===== src/rtl/regfile_pkg.sv =====
// Shared helpers for the scoreboarded register file: reset-value rule and popcount.
package regfile_pkg;

  function automatic logic [31:0] rf_reset_val(input int unsigned i, input int unsigned dw);
    if (dw >= 32) return i;
    return i & ((32'd1 << dw) - 32'd1);
  endfunction

  // Callers zero-extend their busy vector to 64 bits, which bounds NUM_REGS at 64.
  function automatic int unsigned rf_popcount(input logic [63:0] v);
    int unsigned cnt;
    cnt = 0;
    for (int i = 0; i < 64; i++) cnt += int'(v[i]);
    return cnt;
  endfunction

endpackage


===== src/rtl/regfile_sb_rdport.sv =====
// One combinational read port: entry lookup plus optional same-cycle commit bypass.
module regfile_sb_rdport
  import regfile_pkg::*;
#(
  parameter int DATA_W   = 3,
  parameter int NUM_REGS = 8,
  parameter int TAG_W    = 2,
  parameter int BYPASS   = 1,
  parameter int AW       = $clog2(NUM_REGS)
) (
  input  logic [AW-1:0]              i_addr,
  input  logic [NUM_REGS*DATA_W-1:0] i_data_flat,
  input  logic [NUM_REGS-1:0]        i_busy,
  input  logic [NUM_REGS*TAG_W-1:0]  i_tag_flat,
  input  logic                       i_wr_en,
  input  logic [AW-1:0]              i_wr_addr,
  input  logic [DATA_W-1:0]          i_wr_data,
  input  logic                       i_wr_clr,
  output logic [DATA_W-1:0]          o_data,
  output logic                       o_busy,
  output logic [TAG_W-1:0]           o_tag
);

  logic w_hit;

  assign w_hit  = (BYPASS != 0) && i_wr_en && (i_wr_addr == i_addr);
  assign o_data = w_hit ? i_wr_data : i_data_flat[int'(i_addr)*DATA_W +: DATA_W];
  // A commit that will clear busy is shown as already cleared; issues never bypass.
  assign o_busy = i_busy[i_addr] & ~(w_hit & i_wr_clr);
  assign o_tag  = i_tag_flat[int'(i_addr)*TAG_W +: TAG_W];

endmodule


===== src/rtl/regfile_sb.sv =====
// Register file with per-register busy/tag scoreboard, commit bypass and flush.
module regfile_sb
  import regfile_pkg::*;
#(
  parameter int DATA_W   = 3,
  parameter int NUM_REGS = 8,
  parameter int NUM_RD   = 3,
  parameter int TAG_W    = 2,
  parameter int BYPASS   = 1,
  localparam int AW      = $clog2(NUM_REGS),
  localparam int CW      = AW + 1
) (
  input  logic                     clk,
  input  logic                     rst_n,
  input  logic                     iss_en,
  input  logic [AW-1:0]            iss_addr,
  input  logic [TAG_W-1:0]         iss_tag,
  input  logic                     wr_en,
  input  logic [AW-1:0]            wr_addr,
  input  logic [DATA_W-1:0]        wr_data,
  input  logic [TAG_W-1:0]         wr_tag,
  input  logic                     flush,
  input  logic [NUM_RD*AW-1:0]     rd_addr,
  output logic [NUM_RD*DATA_W-1:0] rd_data,
  output logic [NUM_RD-1:0]        rd_busy,
  output logic [NUM_RD*TAG_W-1:0]  rd_tag,
  output logic [CW-1:0]            busy_cnt
);

  typedef struct packed {
    logic [DATA_W-1:0] data;
    logic              busy;
    logic [TAG_W-1:0]  tag;
  } rf_entry_t;

  rf_entry_t r_ent [NUM_REGS];
  rf_entry_t w_nxt [NUM_REGS];
  logic [CW-1:0]              r_busy_cnt;
  logic [NUM_REGS-1:0]        w_busy;
  logic [NUM_REGS-1:0]        w_nxt_busy;
  logic [NUM_REGS*DATA_W-1:0] w_data_flat;
  logic [NUM_REGS*TAG_W-1:0]  w_tag_flat;
  logic                       w_iss_eff;
  logic                       w_wr_clr;

  // Flush suppresses issue; a same-register issue overrides the commit's busy clear.
  assign w_iss_eff = iss_en & ~flush;
  assign w_wr_clr  = wr_en && r_ent[wr_addr].busy && (r_ent[wr_addr].tag == wr_tag)
                     && !(w_iss_eff && (iss_addr == wr_addr));

  always_comb begin
    for (int i = 0; i < NUM_REGS; i++) w_nxt[i] = r_ent[i];
    if (wr_en) w_nxt[wr_addr].data = wr_data;
    if (flush) begin
      for (int i = 0; i < NUM_REGS; i++) w_nxt[i].busy = 1'b0;
    end else begin
      if (w_wr_clr) w_nxt[wr_addr].busy = 1'b0;
      if (w_iss_eff) begin
        w_nxt[iss_addr].busy = 1'b1;
        w_nxt[iss_addr].tag  = iss_tag;
      end
    end
    for (int i = 0; i < NUM_REGS; i++) w_nxt_busy[i] = w_nxt[i].busy;
  end

  always_comb begin
    for (int i = 0; i < NUM_REGS; i++) begin
      w_data_flat[i*DATA_W +: DATA_W] = r_ent[i].data;
      w_tag_flat[i*TAG_W +: TAG_W]    = r_ent[i].tag;
      w_busy[i]                       = r_ent[i].busy;
    end
  end

  // busy_cnt is counted from the next-state vector so it lines up with busy.
  always_ff @(posedge clk or negedge rst_n) begin
    if (!rst_n) begin
      for (int unsigned i = 0; i < NUM_REGS; i++) begin
        r_ent[i] <= '{data: DATA_W'(rf_reset_val(i, DATA_W)), busy: 1'b0, tag: '0};
      end
      r_busy_cnt <= '0;
    end else begin
      r_ent      <= w_nxt;
      r_busy_cnt <= CW'(rf_popcount(64'(w_nxt_busy)));
    end
  end

  assign busy_cnt = r_busy_cnt;

  for (genvar k = 0; k < NUM_RD; k++) begin : g_rd
    regfile_sb_rdport #(
      .DATA_W  (DATA_W),
      .NUM_REGS(NUM_REGS),
      .TAG_W   (TAG_W),
      .BYPASS  (BYPASS),
      .AW      (AW)
    ) u_rdport (
      .i_addr     (rd_addr[k*AW +: AW]),
      .i_data_flat(w_data_flat),
      .i_busy     (w_busy),
      .i_tag_flat (w_tag_flat),
      .i_wr_en    (wr_en),
      .i_wr_addr  (wr_addr),
      .i_wr_data  (wr_data),
      .i_wr_clr   (w_wr_clr),
      .o_data     (rd_data[k*DATA_W +: DATA_W]),
      .o_busy     (rd_busy[k]),
      .o_tag      (rd_tag[k*TAG_W +: TAG_W])
    );
  end

endmodule


===== config.mk =====
export PLATFORM = sky130hd
export DESIGN_NAME = regfile_sb
export DESIGN_NICKNAME = d
export VERILOG_FILES = /design/src/rtl/regfile_pkg.sv /design/src/rtl/regfile_sb_rdport.sv /design/src/rtl/regfile_sb.sv
export SDC_FILE = /design/constraint.sdc
export NUM_CORES = 1
export LEC_CHECK = 0
export CAP_MARGIN = 10
export CORE_ASPECT_RATIO = 1.75
export CORE_MARGIN = 2
export CORE_UTILIZATION = 61
export CTS_CLUSTER_SIZE = 16
export DETAILED_ROUTE_END_ITERATION = 6
export PLACE_DENSITY = 0.95
export SETUP_SLACK_MARGIN = 0.5
export SLEW_MARGIN = 15
export SYNTH_ARGS = -nofsm -noshare
export SYNTH_HDL_FRONTEND = slang
export SYNTH_SLANG_ARGS = --single-unit

===== constraint.sdc =====
create_clock -name clk -period 6 [get_ports clk]
set_input_delay 1.2 -clock clk [delete_from_list [all_inputs] [get_ports clk]]
set_output_delay 1.2 -clock clk [all_outputs]
set_load 0.02 [all_outputs]

==> qor.txt, run 1 <==
Synth Area in Adders - 0.0300
Post-DP HPWL - 7440 um
Design area - 4570 sq um
WP data required - 6220 ps
Net Count, Synth - 347
Postcts setup bufs - 0
CP delay by family, top - adder cells
Hold Path Cell Cnt - 1
Netlist Area Pre-Place - 3930 sq um
Crit-path cells - clkdlybuf4s50_1 -> buf_12 -> mux2i_1 -> o32ai_1 -> nor4_2 -> o221a_2 -> buf_4 -> a211oi_2 -> fa_1 -> inv_1 -> fa_1 -> inv_1 -> fa_1 -> ha_1 -> inv_1 -> fa_1 -> xnor2_1
Die height - 110 um
Global Route Usage Sum - 0.317
Outcome - complete, no violations
Final GP Congestion - 0.894
Final Net Count - 389
Die X - 64.6 um
Initial antenna violation count - 0
Synth Area in Compound Gates - 0.0739
CTS tree - yes
Routed len/inst - 23.3 um
Worst r2r src - r_ent[44]
Area grow syn2layout - 16.4%
IO Pins - 49
WS Path Type - in2reg
Fin. max-slew vios - 0
Multiplexer area fraction after synthesis - 0.390
Initial core utilization - 0.630
Minimum clock period - 5260 ps
Setup TNS - 0 ps
# diodes - 0
Final period util - 0.877
Final setup viols - 0
Layout cells sized above 1 - 0.382
Post-synth EDFFs - 0
Worst skew pair latency - 320 ps
H-tree Lvls - 2
Synth Area in Simple Gates - 0.0889
IO buf count - 48
Synth Area in XOR/XNOR - 0.0290
Seq cells post-synth - 52
First-pass GRT wire length - 16200 um
Vias/cell - 6.67
Mean Syn Cell Area - 12.5 sq um
Largest family of logic cells by synthesized area - multiplexers
Hold EP - r_ent[21]
Util after Layout - 0.734
Cts hold-fix bufs - 0
Warnings, synthesis - 0
Filler instances - 419
Crit-path max FO - 30
Power per cell area - 258 nW/um^2
Std-Cell Rows - 38
Max-cap violations - 0
F_max - 190 MHz
Hold Crit Class - reg2reg
Gr ovfl total - 0
Core Box Area - 6230 sq um
CTS buffer count - 5
Async S/R FF share, synth - 1.00
Netlist cell types - 51
Prevailing post-synth register cell - dfrtp_1
Total die area - 7120 sq um
Delay of the slowest critical-path stage - 510 ps
Slew @ Worst Pin - 924 ps
Worst EP arrival - 5480 ps
First-pass DRT Iterations - 4
Post-DP Area - 4430 sq um
Post-route ant nets - 0
Worst r2r dst - busy_cnt[2]
Path depth of the worst reg2reg path - 15
Hold_sp - r_ent[21]
Clk slew on worst S/H paths - 90 ps
Vias in the first global route - 3159
Mapped Cells - 313
Setup crit end kind - flop
CP Buf/Inv Count - 6
Normalized max-slew margin - 0.382
Max Clock Skew - 5.05 ps
Vias - 2910
LEAKAGE - 1.83 nW
Startpoint types - input pin
Most used cell, CP - fa_1
Largest net degree at the start of global routing - 53
Worst IR Drop VDD - 0.000211 V
Crit-path slowest cell - fa_1
Post-Route WL - 10200 um
CTS Buffer Depth - 2
Num Clock Sinks - 52
DRT iter0 DRCs - 252
CTS Root Cell - clkbuf_8
DRC - 0
Seq/Total Area, Yosys - 0.335
RSZ-0062 raised after global routing - no
R2R setup slack - 1930 ps
Final Hold Fails - 0
## cell families (layout without fill, tap and decap cells)
| group | after synthesis | after routing |
|---|---|---|
| buffers and inverters | 36 | 79 |
| flip-flops | 52 | 52 |
| AND/OR/NAND/NOR | 64 | 64 |
| multiplexers | 102 | 102 |
| adder cells (fa/ha/maj) | 7 | 7 |
| XOR/XNOR | 13 | 13 |
| AO/OA/AOI/OAI | 39 | 39 |
## through the flow
stage | setup WS, ps | hold WS [ps] | power [mW] | cells
2_1_floorplan | 1230 | 508 | 0.770 | 313
3_3_place_gp | 313 | 521 | 0.905 | 428
3_5_place_dp | 158 | 536 | 0.928 | 428
4_1_cts | 502 | 564 | 1.17 | 436
5_1_grt | 521 | 588 | 1.23 | 436
6_report | 739 | 564 | 1.18 | 436
## cell usage in the layout (no fill, tap or decap), types with 2 or more instances in the layout
master,count
mux4_2,36
a21oi_1,14
and3_2,3
mux2i_2,2
nor4_1,4
xor2_1,3
clkdlybuf4s50_1,45
xnor2_1,10
clkbuf_8,5
a211oi_2,4
a22oi_1,2
dfstp_2,12
mux2i_1,15
mux2_2,48
or3_1,3
nand2b_1,3
a31oi_1,2
nand3_1,5
ha_1,3
o21ai_0,3
nor2_1,21
nand4_1,3
dfrtp_1,40
nor3_1,5
o21bai_1,2
fa_1,4
and2b_2,2
buf_4,9
nor2b_1,2
inv_1,13
nand2_1,5
o32ai_1,2
## report_power, final
| group | switching [mW] | internal [mW] |
|---|---|---|
| logic | 0.185 | 0.252 |
| registers | 0.0704 | 0.427 |
| clock network | 0.119 | 0.123 |
## worst max path at each step
stage / start / to / slack, ps / cells after the start
final: wr_addr[0] / busy_cnt[2] / 740 / 17
after detailed placement: wr_addr[1] / busy_cnt[2] / 160 / 16
after global routing: wr_addr[0] / busy_cnt[1] / 520 / 17
after global placement: wr_addr[1] / busy_cnt[1] / 310 / 16
after CTS: wr_addr[1] / busy_cnt[2] / 500 / 16
after floorplan: wr_addr[0] / busy_cnt[2] / 1230 / 16
## metal layers
metal,GRT usage,wire length [um],vias up
met2,0.555,5590,144
met5,0,0,-
met1,0.347,3450,1442
met4,0.236,701,0
met3,0.0447,420,47
li1,-,-,1277
## sequential cells by signal (all words and copies together), names as in the netlist
name / flops
busy_cnt: 4
r_ent: 48
## cells in the mapped netlist (3+ instances only)
master | instances | share of area
mux2_2 | 48 | 0.14
dfrtp_1 | 40 | 0.25
mux4_2 | 36 | 0.21
nor2_1 | 21 | 0.020
mux2i_1 | 18 | 0.046
a21oi_1 | 14 | 0.018
inv_1 | 13 | 0.012
dfstp_2 | 12 | 0.080
xnor2_1 | 10 | 0.022
clkbuf_1 | 7 | 0.0067
buf_6 | 5 | 0.014
nand2_1 | 5 | 0.0048
nand3_1 | 5 | 0.0064
nor3_1 | 5 | 0.0064
nor4_1 | 5 | 0.0080
a211oi_2 | 4 | 0.013
fa_1 | 4 | 0.020
and3_2 | 3 | 0.0057
buf_1 | 3 | 0.0029
buf_2 | 3 | 0.0038
buf_4 | 3 | 0.0057
ha_1 | 3 | 0.0096
nand2b_1 | 3 | 0.0048
nand4_1 | 3 | 0.0048
o21ai_0 | 3 | 0.0038
or3_1 | 3 | 0.0048
xor2_1 | 3 | 0.0067
## what timing repair did
| action | in CTS | in global routing |
|---|---|---|
| setup endpoints to repair | 1 | 2 |
| hold endpoints to repair | 0 | 0 |
| resized for setup | 1 | 6 |
## layout make-up
| cell class | count | area [sq um] | share of cell area |
|---|---|---|---|
| Timing Repair Buffer | 58 | 564 | 0.123 |
| Inverter | 13 | 48.8 | 0.0107 |
| Multi-Input combinational cell | 225 | 2430 | 0.531 |
| Clock inverter | 3 | 42.5 | 0.00931 |
| Tap cell | 80 | 100 | 0.0219 |
| Sequential cell | 52 | 1320 | 0.288 |
| Clock buffer | 5 | 68.8 | 0.0151 |
(Power assumes the default switching activity.)
==> run 2, diff against run 1 <==
Settings changed: SLEW_MARGIN 15 to unset.
==> results of run 2 <==
The final DEF is identical to that of run 1; final timing and power are the same.
